File: config.mk
export PLATFORM = sky130hd
export DESIGN_NAME = regfile_wb_ctrl
export DESIGN_NICKNAME = d
export VERILOG_FILES = /design/src/rtl/regfile_wb_ctrl.sv
export SDC_FILE = /design/constraint.sdc
export NUM_CORES = 1
export LEC_CHECK = 0
export CAP_MARGIN = 30
export CORE_UTILIZATION = 53
export DETAILED_ROUTE_END_ITERATION = 10
export GPL_TIMING_DRIVEN = 1
export PLACE_DENSITY = 0.89
export SYNTH_ARGS = -nofsm -noshare
export SYNTH_HDL_FRONTEND = slang
export SYNTH_SLANG_ARGS = --single-unit
File: constraint.sdc
create_clock -name clk -period 2.45 [get_ports clk]
set_clock_uncertainty 0.05 [all_clocks]
set_input_delay 0.245 -clock clk [delete_from_list [all_inputs] [get_ports clk]]
set_output_delay 0.245 -clock clk [all_outputs]
set_load 0.01 [all_outputs]
File: src/rtl/regfile_wb_ctrl.sv
// Write-back controller: arbitrates single-cycle and FIFO-buffered multi-cycle
// results onto the register file write port and tracks pending multi-cycle writes.
module regfile_wb_ctrl #(
  parameter int unsigned D_WIDTH       = 32,
  parameter int unsigned ADDRESS_WIDTH = 5,
  parameter int unsigned FIFO_DEPTH    = 4,
  parameter int unsigned STARVE_LIMIT  = 8
) (
  input  logic                            clk,
  input  logic                            rst_n,
  input  logic                            p_valid,
  output logic                            p_ready,
  input  logic [ADDRESS_WIDTH-1:0]        p_rd,
  input  logic [D_WIDTH-1:0]              p_data,
  input  logic                            s_valid,
  output logic                            s_ready,
  input  logic [ADDRESS_WIDTH-1:0]        s_rd,
  input  logic [D_WIDTH-1:0]              s_data,
  input  logic                            issue_valid,
  input  logic [ADDRESS_WIDTH-1:0]        issue_rd,
  output logic [2**ADDRESS_WIDTH-1:0]     busy,
  output logic                            wr_en,
  output logic [ADDRESS_WIDTH-1:0]        a3,
  output logic [D_WIDTH-1:0]              din,
  output logic [$clog2(FIFO_DEPTH):0]     fifo_count
);

  localparam int unsigned NREG = 2**ADDRESS_WIDTH;
  localparam int unsigned PW   = $clog2(FIFO_DEPTH);
  localparam int unsigned CW   = PW + 1;
  localparam int unsigned SW   = $clog2(STARVE_LIMIT + 1);

  logic [ADDRESS_WIDTH-1:0] rd_mem   [FIFO_DEPTH];
  logic [D_WIDTH-1:0]       data_mem [FIFO_DEPTH];
  logic [PW-1:0]            wr_ptr, rd_ptr;
  logic [SW-1:0]            starve_cnt;

  logic                     fifo_full, fifo_empty, force_drain;
  logic                     p_fire, s_fire, enq, pop;
  logic [ADDRESS_WIDTH-1:0] head_rd;
  logic [D_WIDTH-1:0]       head_data;

  logic [PW-1:0]            wr_ptr_n, rd_ptr_n;
  logic [CW-1:0]            count_n;
  logic [SW-1:0]            starve_n;
  logic [NREG-1:0]          busy_n;
  logic                     wr_en_n;
  logic [ADDRESS_WIDTH-1:0] a3_n;
  logic [D_WIDTH-1:0]       din_n;

  // Ready signals depend only on registered state.
  assign fifo_full   = (fifo_count == CW'(FIFO_DEPTH));
  assign fifo_empty  = (fifo_count == '0);
  assign force_drain = (starve_cnt == SW'(STARVE_LIMIT));
  assign p_ready     = ~force_drain;
  assign s_ready     = ~fifo_full;

  assign p_fire    = p_valid & p_ready;
  assign s_fire    = s_valid & s_ready;
  assign enq       = s_fire & (s_rd != '0);
  assign pop       = ~p_fire & ~fifo_empty;
  assign head_rd   = rd_mem[rd_ptr];
  assign head_data = data_mem[rd_ptr];

  // Next-state: arbitration, FIFO bookkeeping, starvation and scoreboard.
  always_comb begin
    wr_ptr_n = wr_ptr;
    rd_ptr_n = rd_ptr;
    count_n  = fifo_count;
    starve_n = '0;
    busy_n   = busy;
    wr_en_n  = 1'b0;
    a3_n     = a3;
    din_n    = din;

    if (enq) wr_ptr_n = wr_ptr + PW'(1);
    if (pop) rd_ptr_n = rd_ptr + PW'(1);
    if (enq && !pop)      count_n = fifo_count + CW'(1);
    else if (pop && !enq) count_n = fifo_count - CW'(1);

    if (fifo_full && p_fire) starve_n = starve_cnt + SW'(1);

    if (p_fire) begin
      wr_en_n = (p_rd != '0);
      a3_n    = p_rd;
      din_n   = p_data;
    end else if (pop) begin
      wr_en_n = 1'b1;
      a3_n    = head_rd;
      din_n   = head_data;
    end

    // Clear before set so a same-cycle reissue keeps the register busy.
    if (pop) busy_n[head_rd] = 1'b0;
    if (issue_valid && (issue_rd != '0)) busy_n[issue_rd] = 1'b1;
  end

  always_ff @(posedge clk or negedge rst_n) begin
    if (!rst_n) begin
      wr_ptr     <= '0;
      rd_ptr     <= '0;
      fifo_count <= '0;
      starve_cnt <= '0;
      busy       <= '0;
      wr_en      <= 1'b0;
      a3         <= '0;
      din        <= '0;
    end else begin
      wr_ptr     <= wr_ptr_n;
      rd_ptr     <= rd_ptr_n;
      fifo_count <= count_n;
      starve_cnt <= starve_n;
      busy       <= busy_n;
      wr_en      <= wr_en_n;
      a3         <= a3_n;
      din        <= din_n;
    end
  end

  // FIFO payload storage; validity is tracked by the pointers.
  always_ff @(posedge clk) begin
    if (enq) begin
      rd_mem[wr_ptr]   <= s_rd;
      data_mem[wr_ptr] <= s_data;
    end
  end

endmodule

==> key figures <==
Yosys
  – Ys Warns: 0
  – Mapped Area: a little over 9000 µm²
  – Post-synthesis sequential area ratio: between 70 and 80%
  – Avg Cell Area, Syn: around 16 µm²
  – Syn Nets: slightly below 700
  – Post-synthesis cell type count: 39
  – Async SR Flop Fraction: approximately 35%
  – Number of flops mapped to enable cells by yosys: about 150
  – Post-Syn Instances: between 500 and 600
  – Ys flop type: edfxtp_1
  – FF+latch count, synth: 229

GRT
  – Initial antenna violation count: 1
  – Gr ovfl total: 0
  – Vias in the first global route: 6216
  – First-pass GRT wire length: around 34000 µm
  – Total track usage: 25.2%
  – Largest net degree at the start of global routing: 46

STA
  – F_max: ~440 MHz
  – Final period util: slightly above 90%
  – Min cycle time layout: around 2.3 ns
  – Fin. Hold Viols: 0
  – Least-Margin Pin Slew: a little over 0.7 ns
  – Slew Viols, Final: 0
  – RSZ-0062 raised after global routing: false
  – Slew headroom: between 50 and 60%
  – Setup TNS: 0 ns
  – Final count of negative-setup-slack endpoints: 0

CTS
  – Clock-pin slew on the worst setup and hold paths: 0.06 ns
  – Clock Path Buffers: 3
  – Clk sinks: 229
  – Cts bufs inserted: 22
  – H-tree levels: 1
  – TritonCTS clock tree: yes
  – Skew-Pair Late Insertion Delay: around 0.5 ns
  – Root Buffer Master: clkbuf_16

Worst setup path
  – Worst Setup End Kind: primary output
  – Launch point of the critical path: starve_cnt[0]$_DFF_PN0_
  – Worst Path Arrival: ~2.0 ns
  – Critical path launch point type: register
  – Reg-to-Reg Start: starve_cnt[0]$_DFF_PN0_
  – CP max FO: 4
  – Critical path class: register to primary output
  – Data required, critical path: 2.15 ns

Final layout
  – Fin nets: 864
  – Final instance area: between 10000 and 15000 µm²
  – Layout cells sized above 1: approximately 14%
  – Commonest non-fill, non-tap cell in the layout: clkdlybuf4s50_1
  – Final Util: 71.7%
  – Commonest cells after routing, fill and taps aside: clkdlybuf4s50_1 (157), edfxtp_1 (148), dfrtp_1 (79), nand2_1 (56), o21ai_0 (55)
  – Area Growth Syn to Fin: 30.4%

Power and ir drop
  – Power per Cell Area: around 1200 nW/µm²
  – VDD IR max: between 700 and 800 µV
  – P_leak: between 0.004 and 0.005 µW

Drt
  – Wirelength per Cell: roughly 22 µm
  – Count of TritonRoute iterations in the first routing pass: 5
  – Drt first-iter violations: approximately 500
  – Vias/cell: around 5.8
  – DRC errors left: 0
  – Via count: just under 6000
  – WL final: 21700 µm
  – ANT nets after route: 0

Run
  – Max-Cap Viols: 0

Placement
  – IO Port Bufs: 158
  – Routability Congestion: a little under 0.9
  – Placed Instance Area: around 11000 µm²
  – Half-perimeter wire length after detailed placement: 14000 µm

Floorplan
  – Starting density of the core: between 50% and 60%
  – Die width: about 130 µm
  – Die Span Y: about 130 µm
  – Rows: 47
  – Core Box Area: 16800 µm²
  – Top-level port count: between 150 and 200
  – Die ar.: approximately 18000 µm²

Worst hold path
  – HP Class: primary input to async pin

Outcome
  – Outcome: finished clean
-- what timing repair did --
item | in CTS | in global routing
resized for setup | 0 | 2
hold endpoints to repair | 43 | 0
hold buffers | 1 | 0
buffers inserted | 0 | 1
setup endpoints to repair | 0 | 2
-- Yosys cell counts, types with 2 or more instances --
| master | count | area share (%) |
|---|---|---|
| a21boi_0 | 4 | 0.33 |
| a21oi_1 | 23 | 1.2 |
| a31oi_1 | 7 | 0.48 |
| and2_1 | 4 | 0.27 |
| and3_1 | 2 | 0.14 |
| and3b_1 | 4 | 0.38 |
| buf_1 | 3 | 0.12 |
| buf_2 | 9 | 0.49 |
| clkbuf_1 | 19 | 0.77 |
| dfrtp_1 | 81 | 22 |
| edfxtp_1 | 148 | 48 |
| ha_1 | 7 | 0.95 |
| inv_1 | 10 | 0.41 |
| mux2_2 | 2 | 0.24 |
| mux2i_1 | 37 | 4.0 |
| mux4_2 | 37 | 9.0 |
| nand2_1 | 56 | 2.3 |
| nand2b_1 | 2 | 0.14 |
| nand3_1 | 5 | 0.27 |
| nand3b_1 | 6 | 0.49 |
| nor2_1 | 28 | 1.1 |
| nor3_1 | 10 | 0.54 |
| nor3b_1 | 2 | 0.16 |
| o21ai_0 | 55 | 3.0 |
| o21ai_1 | 3 | 0.16 |
| o31ai_1 | 2 | 0.16 |
| o41ai_1 | 4 | 0.38 |
| or3_1 | 2 | 0.14 |
| or3b_1 | 3 | 0.29 |
| or3b_2 | 2 | 0.19 |
| xnor2_1 | 4 | 0.38 |
| xor2_1 | 4 | 0.38 |
-- per-stage QoR --
step	instances	power, µW	hold WS (ns)	setup slack, ns
after floorplan	592	8410	-0.101	0.0914
after global placement	966	10400	0.229	-0.166
after detailed placement	966	10700	0.244	-0.227
after CTS	1007	14200	0.238	0.0985
after global routing	1008	14800	0.252	0.0377
final	1009	14100	0.246	0.161
-- worst max-delay path: stages (launching register included) --
cell,delay (ns)
dfrtp_1,0.39
inv_1,0.06
ha_1,0.19
and3b_1,0.20
inv_2,0.08
clkdlybuf4s50_1,0.58
-- path summary, 6_finish.rpt --
kind                       slack, ns                   endpoint  depth (start not counted)
min in group clk                0.25        din[21]$_DFFE_PN0P_                          3
min reg2reg                     0.44         busy[11]$_DFF_PN0_                          2
max                             0.16                    p_ready                          5
max in group asynchronous       1.48        din[30]$_DFFE_PN0P_                          3
max reg2reg                     0.18  fifo_count[1]$_DFFE_PN0P_                         10
min                             0.25         busy[11]$_DFF_PN0_                          2
-- power breakdown --
group          internal, µW  total [µW]  switching [µW]  leakage, µW
clock                  2060        3430            1370     0.000354
sequential             5200        5750             549      0.00233
combinational          2520        4930            2410      0.00190
-- cell families after synthesis --
kind of cell / Yosys count / share of synthesized area [%]
AO/OA/AOI/OAI: 102 / 6.19
buffers and inverters: 42 / 1.87
multiplexers: 76 / 13.3
adder cells (fa/ha/maj): 8 / 1.17
XOR/XNOR: 8 / 0.760
AND/OR/NAND/NOR: 127 / 6.49
flip-flops: 229 / 70.2
-- sequential cells by signal, indices dropped and copies added, names as in the netlist --
name / cells
rd_ptr: 2
rd_mem: 20
starve_cnt: 4
wr_en: 1
busy: 32
fifo_count: 3
din: 32
a3: 5
data_mem: 128
wr_ptr: 2
-- routing by layer --
layer | wire, µm | global-route usage [%] | up-vias
li1 | - | - | 2605
met1 | 8300 | 32.1 | 2882
met2 | 11100 | 43.8 | 307
met3 | 1820 | 4.99 | 33
met4 | 487 | 7.70 | 0
met5 | 0 | 0 | -
-- cell type report --
class	count	area, µm²
Antenna cell	1	2.50
Clock buffer	30	612
Clock inverter	10	123
Fill cell	1003	4740
Inverter	10	37.5
Multi-Input combinational cell	321	2590
Sequential cell	229	6470
Tap cell	220	275
Timing Repair Buffer	188	1910
No activity file was read; power rests on OpenSTA's default activity.
